`src/rtl/sat_pkg.sv`:
```
// sat_pkg: shared sizes, vector typedefs and controller state encoding for the clause database
package sat_pkg;
  localparam int CLAUSE_NUM  = 7;
  localparam int VAR_NUM     = 7;
  localparam int VAR_NUM_LOG = 3;
  typedef logic [CLAUSE_NUM-1:0]  clause_vec_t;
  typedef logic [VAR_NUM_LOG-1:0] var_addr_t;
  typedef logic [VAR_NUM-1:0]     var_mask_t;
  typedef enum logic [2:0] {IDLE, LD_ISSUE, LK_ISSUE, LK_WAIT, LK_CAP, SCAN} ctrl_state_t;
  localparam var_addr_t LAST_ADDR = var_addr_t'(VAR_NUM - 1);
endpackage

```
`src/rtl/clause_db_scan_acc.sv`:
```
// clause_db_scan_acc: delays scan read issues by two stages to line up with db rows, ORs masked rows
//   clk, rst(async, active-low); clear_i zeroes accumulator; v_i/addr_i scan read being issued;
//   mask_i captured variable mask; row_i db read data; done_o last row present; acc_o accumulator incl. current row
module clause_db_scan_acc
  import sat_pkg::*;
(
  input  logic                   clk,
  input  logic                   rst,
  input  logic                   clear_i,
  input  logic                   v_i,
  input  logic [VAR_NUM_LOG-1:0] addr_i,
  input  logic [VAR_NUM-1:0]     mask_i,
  input  logic [CLAUSE_NUM-1:0]  row_i,
  output logic                   done_o,
  output logic [CLAUSE_NUM-1:0]  acc_o
);
  logic        v1_q, v2_q;
  var_addr_t   a1_q, a2_q;
  clause_vec_t acc_q;
  // stage 1 matches the cycle the read is on the db bus, stage 2 the cycle its row comes back
  assign acc_o  = acc_q | ((v2_q && mask_i[a2_q]) ? row_i : '0);
  assign done_o = v2_q && a2_q == LAST_ADDR;
  always_ff @(posedge clk or negedge rst) begin
    if (!rst) begin
      v1_q  <= 1'b0;
      v2_q  <= 1'b0;
      a1_q  <= '0;
      a2_q  <= '0;
      acc_q <= '0;
    end else begin
      v1_q  <= v_i;
      v2_q  <= v1_q;
      a1_q  <= addr_i;
      a2_q  <= a1_q;
      acc_q <= clear_i ? '0 : acc_o;
    end
  end
endmodule

```
`src/rtl/clause_db_ctrl.sv`:
```
// clause_db_ctrl: arbitrates loader / lookup / scan access to the clause occurrence database
//   clk, rst(async, active-low)
//   ld_req/ld_addr/ld_data -> ld_ack        loader row writes
//   lk_req/lk_addr -> lk_ack, lk_valid, lk_data   single-row lookup
//   scan_start/scan_mask -> scan_busy, scan_done, scan_result   OR of masked rows
//   db_en/db_write/db_address/db_in -> database, db_out <- database (registered read)
module clause_db_ctrl
  import sat_pkg::*;
(
  input  logic                   clk,
  input  logic                   rst,
  input  logic                   ld_req,
  input  logic [VAR_NUM_LOG-1:0] ld_addr,
  input  logic [CLAUSE_NUM-1:0]  ld_data,
  output logic                   ld_ack,
  input  logic                   lk_req,
  input  logic [VAR_NUM_LOG-1:0] lk_addr,
  output logic                   lk_ack,
  output logic                   lk_valid,
  output logic [CLAUSE_NUM-1:0]  lk_data,
  input  logic                   scan_start,
  input  logic [VAR_NUM-1:0]     scan_mask,
  output logic                   scan_busy,
  output logic                   scan_done,
  output logic [CLAUSE_NUM-1:0]  scan_result,
  output logic                   db_en,
  output logic                   db_write,
  output logic [VAR_NUM_LOG-1:0] db_address,
  output logic [CLAUSE_NUM-1:0]  db_in,
  input  logic [CLAUSE_NUM-1:0]  db_out
);
  ctrl_state_t state_q, state_d;
  logic        ld_ack_q, ld_ack_d, lk_ack_q, lk_ack_d, lk_valid_q, lk_valid_d;
  logic        scan_done_q, scan_done_d, db_en_q, db_en_d, db_write_q, db_write_d;
  clause_vec_t lk_data_q, lk_data_d, scan_result_q, scan_result_d, db_in_q, db_in_d, acc_next;
  var_addr_t   db_address_q, db_address_d;
  var_mask_t   mask_q, mask_d;
  logic        acc_ld, acc_sc, acc_lk, ld_ok, lk_ok, scan_iss, scan_last;
  always_comb begin
    acc_ld   = state_q == IDLE && ld_req;
    acc_sc   = state_q == IDLE && !ld_req && scan_start;
    acc_lk   = state_q == IDLE && !ld_req && !scan_start && lk_req;
    ld_ok    = acc_ld && ld_addr <= LAST_ADDR;
    lk_ok    = acc_lk && lk_addr <= LAST_ADDR;
    // the registered scan address doubles as the sweep counter; it stops issuing once the last row went out
    scan_iss = acc_sc || (state_q == SCAN && db_en_q && db_address_q != LAST_ADDR);
    state_d  = state_q;
    unique case (state_q)
      IDLE:     state_d = acc_ld ? LD_ISSUE : acc_sc ? SCAN : acc_lk ? LK_ISSUE : IDLE;
      LD_ISSUE: state_d = IDLE;
      LK_ISSUE: state_d = LK_WAIT;
      LK_WAIT:  state_d = LK_CAP;
      LK_CAP:   state_d = IDLE;
      SCAN:     state_d = scan_last ? IDLE : SCAN;
      default:  state_d = IDLE;
    endcase
    ld_ack_d      = acc_ld;
    lk_ack_d      = acc_lk;
    lk_valid_d    = state_q == LK_WAIT;
    lk_data_d     = state_q == LK_WAIT ? db_out : lk_data_q;
    scan_done_d   = scan_last;
    scan_result_d = scan_last ? acc_next : scan_result_q;
    mask_d        = acc_sc ? scan_mask : mask_q;
    db_en_d       = ld_ok || lk_ok || scan_iss;
    db_write_d    = ld_ok;
    db_address_d  = ld_ok ? ld_addr : lk_ok ? lk_addr :
                    (scan_iss && !acc_sc) ? db_address_q + var_addr_t'(1) : '0;
    db_in_d       = ld_ok ? ld_data : '0;
  end
  always_ff @(posedge clk or negedge rst) begin
    if (!rst) begin
      state_q       <= IDLE;
      ld_ack_q      <= 1'b0;
      lk_ack_q      <= 1'b0;
      lk_valid_q    <= 1'b0;
      lk_data_q     <= '0;
      scan_done_q   <= 1'b0;
      scan_result_q <= '0;
      mask_q        <= '0;
      db_en_q       <= 1'b0;
      db_write_q    <= 1'b0;
      db_address_q  <= '0;
      db_in_q       <= '0;
    end else begin
      state_q       <= state_d;
      ld_ack_q      <= ld_ack_d;
      lk_ack_q      <= lk_ack_d;
      lk_valid_q    <= lk_valid_d;
      lk_data_q     <= lk_data_d;
      scan_done_q   <= scan_done_d;
      scan_result_q <= scan_result_d;
      mask_q        <= mask_d;
      db_en_q       <= db_en_d;
      db_write_q    <= db_write_d;
      db_address_q  <= db_address_d;
      db_in_q       <= db_in_d;
    end
  end
  clause_db_scan_acc u_acc (
    .clk     (clk),
    .rst     (rst),
    .clear_i (acc_sc),
    .v_i     (scan_iss),
    .addr_i  (db_address_d),
    .mask_i  (mask_q),
    .row_i   (db_out),
    .done_o  (scan_last),
    .acc_o   (acc_next)
  );
  assign ld_ack      = ld_ack_q;
  assign lk_ack      = lk_ack_q;
  assign lk_valid    = lk_valid_q;
  assign lk_data     = lk_data_q;
  assign scan_busy   = state_q == SCAN;
  assign scan_done   = scan_done_q;
  assign scan_result = scan_result_q;
  assign db_en       = db_en_q;
  assign db_write    = db_write_q;
  assign db_address  = db_address_q;
  assign db_in       = db_in_q;
endmodule

```
`config.mk`:
```
export PLATFORM = sky130hd
export DESIGN_NAME = clause_db_ctrl
export DESIGN_NICKNAME = d
export VERILOG_FILES = /design/src/rtl/sat_pkg.sv /design/src/rtl/clause_db_scan_acc.sv /design/src/rtl/clause_db_ctrl.sv
export SDC_FILE = /design/constraint.sdc
export NUM_CORES = 1
export LEC_CHECK = 0
export CORE_MARGIN = 2
export CORE_UTILIZATION = 42
export DETAILED_ROUTE_END_ITERATION = 10
export GPL_TIMING_DRIVEN = 0
export PLACE_DENSITY_LB_ADDON = 0.3
export SLEW_MARGIN = 10
export SYNTH_ARGS = -nofsm -noshare
export SYNTH_HDL_FRONTEND = slang
export SYNTH_HIERARCHICAL = 1
export SYNTH_SLANG_ARGS = --single-unit
```
`constraint.sdc`:
```
create_clock -name clk -period 1.3 [get_ports clk]
set_input_delay 0.195 -clock clk [delete_from_list [all_inputs] [get_ports clk]]
set_output_delay 0.195 -clock clk [all_outputs]
set_load 0.005 [all_outputs]
```
# After elaboration in Yosys (flattened, before gate mapping)
# Index checks and enable logic that the tools add are counted.
# classes
n_addsub,1
order_cmp,3
n_eq_ne,5
mux,13
bitwise_logic,1
reduce_logical,19
# ops
cell,n
$mux 7,3
$mux 3,6
$logic_and 1x1->1,12
$pmux 3 s4,1
$or 7x7->7,1
$eq 3x2->1 const B,2
$eq 3x3->1 const B,2
$le 3x3->1 const B,2
$lt 3x4->1 const B,1
$add 3x1->3 const B,1
$bmux 1 s3,1
$logic_not 1->1,3
$logic_not 3->1,1
$logic_or 1x1->1,3
$ne 3x3->1 const B,1
$mux 2,1
$mux 1,1
# totals
register_bits,52
elab_cells,58

# Longest topological paths before layout
# depth
word_depth,8
ltp_mapped,6
ltp_nobuf,6

# By module
# The synthesis kept the hierarchy.
# by_module_without_submodules
mod,n_inst,cells_each,area_per_inst_um2,seq_area_each_um2
clause_db_ctrl,1,124,1580.3,1001.0
clause_db_scan_acc,1,52,604.3,375.4

# Least setup slack after synthesis
# No wires, ideal clock.
# synth_path
path_kind,flip-flop to flip-flop
start,reg u_acc.a2_q[0]
end,reg scan_result_q[0] (netlist: scan_result[0])
setup_ps,125
arrival_time_ps,1342
t_required_ps,1175
setup_slack_ps,-167
stages_incl_launch_ff,4
path_buffers,1
period_less_slack_ps,1467
cell_sequence,dfrtp_1 > and4b_2 > clkbuf_1 > mux2_2
# synth_between
word_cells_on_any_way,7
classes_between,1 x eq/ne; 3 x mux; 1 x bitwise; 2 x reduce/logical
# synth_rtl
element,line_no,text
start: declaration,clause_db_scan_acc.sv:18,"var_addr_t a1_q, a2_q;"
start signal: assignment,clause_db_scan_acc.sv:34,a2_q <= a1_q;
$eq 3x3->1,clause_db_scan_acc.sv:22,assign done_o = v2_q && a2_q == LAST_ADDR;
$logic_and 1x1->1,clause_db_scan_acc.sv:22,
named net scan_done_d,clause_db_ctrl.sv:34,"logic scan_done_q, scan_done_d, db_en_q, db_en_d, db_write_q, db_write_d;"
end signal: assignment,clause_db_ctrl.sv:91,scan_result_q <= scan_result_d;
end: declaration,clause_db_ctrl.sv:35,"clause_vec_t lk_data_q, lk_data_d, scan_result_q, scan_result_d, db_in_q, db_in_d, acc_next;"
# The timed path passes the listed nets, and every way through them passes these cells. The select of a mux whose other input is x is not followed.
# A chain may end at the register's enable or synchronous reset.

# Worst setup path after layout
# layout_path
start,reg state_q[0]
end,reg mask_q[5]
# layout_between
elab_chain_cells,3
# layout_lines
element,line_no,text
start: declaration,clause_db_ctrl.sv:32,"ctrl_state_t state_q, state_d;"
start signal: assignment,clause_db_ctrl.sv:85,state_q <= state_d;
$logic_not 3->1,clause_db_ctrl.sv:41,acc_sc = state_q == IDLE && !ld_req && scan_start;
$logic_and 1x1->1 (2 in a row),clause_db_ctrl.sv:41,
end signal: assignment,clause_db_ctrl.sv:92,mask_q <= mask_d;
end: declaration,clause_db_ctrl.sv:37,"var_mask_t mask_q, mask_d;"
# Every way passes these cells.

==> flow_summary.toml <==
[outcome]
status = "complete, but fails checks"
violations = "negative setup slack"

[floorplanning]
fp.coreArea_um2 = 5070
io_pins = 63
die_w_um = 76.1
rows = 26
initial_core_util = 0.430
die_area_um2 = 5790
dieHeight_um = 76.1

[timing]
worst_pin_slew_ns = 0.500
skew_ns = 0.00666
period_needed_ns = 1.58
rsz0062_at_grt = "true"
min_period_over_period = 1.21
max_freq_mhz = 633
timing.hold.ws_ns = 0.354
timing.final.ws_setup_ns = -0.279
slew_headroom = 0.666
setup_violations = 41
slew_viol_final = 0
hold_violations = 0

[clock_tree]
clock_path_buffers = 2
clk_latency_ns = 0.31
htree_levels = 2
clkTransAtPathRegs_ns = 0.09
cts_buffers = 5
cts_tree = "built"
cts_root_buffer = "clkbuf_8"
cts_num_sinks = 55

[setup_path]
slowest_delay_ns = 0.42
crit_type = "register to register"
path_buf_inv = 3
r2r_start = "state_q[0]"
cp_data_arrival_time_ns = 1.78
crit_top_cell = "buf_12"
crit_chain = "buf_6, nor3_4, nand3b_4, buf_12, buf_12, mux2_4"
end_kind = "register"
cp-startpoint = "state_q[0]"
cp.required_ns = 1.50
start_kind = "register"
cp_top_family = "flip-flops"
crit_path_max_fanout = 5
critical_path.slowest_cell = "dfrtp_2"

[power_and_ir_drop]
vdd_drop_max_mv = 0.975
powerDensity_nw_per_um2 = 1920
p_leak_uw = 0.00176
finalPower_uw = 6690

[detailed_routing]
wl_mm = 5.07
dr.max_layer_used = "met4"
wl_met3_um = 317
dr.first_iter.drc_count = 39
final_antenna_net_count = 0
drc_errors = 0
wl_met1_mm = 2.05
viasPerCell = 4.87
wl_met2_mm = 2.58
drt-wirelength-per-cell_um = 14.7
vias = 1685
first_pass_iters = 4

[place]
gp_congestion = 0.782
placed_cell_area_um2 = 2920
dp_hpwl_mm = 3.21
numPortBuffers = 62
pre_cts_ws_ns = -0.304

[finish]
multi_input_area_um2 = 903
syn2layout_area_growth_pct = 59.0
postLayoutCellArea_um2 = 3470
layout_common_cells = "dfrtp_1, nand2_1, clkdlybuf4s50_1, dlygate4sd2_1, buf_4"
seq_area_um2 = 1380
final_common_cell = "dfrtp_1"
final_util = 0.685
num_antenna_cells = 0
fill_cells = 413
nNetsFinal = 309
drive_above_1_share = 0.351

[global_route]
grt_pass1_wl_mm = 8.00
antenna_found_initial = 0
overflow = 0
grt_use_total = 0.178
grt_max_degree = 36
grt_pass1_vias = 1688

[hold_path]
hold_path_class = "register to register"
min_from = "u_acc/a1_q[0]"

[logic_synthesis]
yosysWarningCount = 6
synthesis.instances = 176
async_flop_share = 1.00
synth_edf_count = 0
syn-mean-instance-area_um2 = 12.4
syn_nets = 210
ys_seq_area_frac = 0.630
synth_top_flop_cell = "dfrtp_1"
synth_cell_type_count = 34
ys_seq_elements = 55
synth_area_um2 = 2180

[run]
cap_violations = 0
==> logic make-up after synthesis <==
| logic type | Yosys count | share of synthesized area |
|---|---|---|
| muxes | 17 | 0.0962 |
| AOI/OAI and AO/OA | 24 | 0.0808 |
| DFF | 55 | 0.630 |
| adders and majority gates | 2 | 0.0115 |
| buffers and inverters | 16 | 0.0309 |
| xor gates and xnor gates | 1 | 0.00401 |
| and+or+nand+nor | 61 | 0.147 |
==> power breakdown <==
part / total, uW / switching [uW] / internal [uW]
sequential: 2690 / 356 / 2330
combinational: 2690 / 1110 / 1580
clock: 1300 / 531 / 769
total: 6690 / 2000 / 4690
==> cell usage after synthesis (all sizes together) (2+ instances only) <==
| library cell | count | area (um2) |
|---|---|---|
| nor2 | 3 | 11.3 |
| nand3b | 3 | 30.0 |
| nand3 | 6 | 35.0 |
| and2 | 7 | 43.8 |
| nand4 | 2 | 12.5 |
| mux2i | 3 | 30.0 |
| nor3 | 2 | 21.3 |
| nand2 | 34 | 128 |
| o21ai | 9 | 45.0 |
| dfrtp | 55 | 1380 |
| ha | 2 | 25.0 |
| clkinv | 2 | 7.51 |
| mux2 | 14 | 180 |
| a21oi | 7 | 35.0 |
| inv | 12 | 45.0 |
| o21a | 2 | 15.0 |
==> per-stage QoR <==
stage / instances / setup TNS (ns)
after global routing: 346 / -10.27
after CTS: 340 / -5.58
after detailed placement: 309 / -8.24
after global placement: 308 / -94.22
after floorplan: 176 / -1.33
final: 346 / -7.80
==> worst paths after layout <==
| check | endpoint | slack [ns] | cells past startpoint |
|---|---|---|---|
| setup / recovery | mask_q[5] | -0.28 | 6 |
| hold / removal | u_acc/a2_q[0] | 0.35 | 0 |
| setup reg to reg | mask_q[5] | -0.28 | 6 |
| hold reg to reg | u_acc/a2_q[0] | 0.35 | 0 |
| max in group asynchronous | state_q[0] | 0.36 | 3 |
| min in group asynchronous | lk_data[5] | 0.38 | 2 |
==> timing repair <==
item,in CTS,in global routing
resized for setup,72,20
hold buffers,1,0
endpoints found under the setup margin,67,40
gates cloned,1,0
pin swaps,25,8
setup buffers,21,6
endpoints found under the hold margin,20,0
==> layer usage <==
metal | vias up | track usage
li1 | 787 | -
met1 | 826 | 0.220
met5 | - | 0
met2 | 61 | 0.288
met4 | 0 | 0.0691
met3 | 11 | 0.0616
==> final cells by class <==
class                   instances  share of cell area
inverters                      14              0.0180
clock inverters                 2              0.0173
well taps                      70              0.0252
repair inverters                1             0.00252
clock buffers                   6              0.0209
repair buffers                 91               0.250
flip-flops and latches         55               0.398
multi-input cells             105               0.260
plain buffers                   2             0.00900
==> flip-flops by register name, indices dropped and copies added, names as in the netlist <==
| signal | flops |
|---|---|
| lk_data | 7 |
| scan_result | 7 |
| u_acc/a1_q | 3 |
| state_q | 3 |
| db_in | 7 |
| scan_done | 1 |
| u_acc/v1_q | 1 |
| mask_q | 7 |
| db_write | 1 |
| lk_ack | 1 |
| lk_valid | 1 |
| db_en | 1 |
| u_acc/acc_q | 7 |
| u_acc/a2_q | 3 |
| ld_ack | 1 |
| u_acc/v2_q | 1 |
| db_address | 3 |
Power figures use the tool's default switching activity.
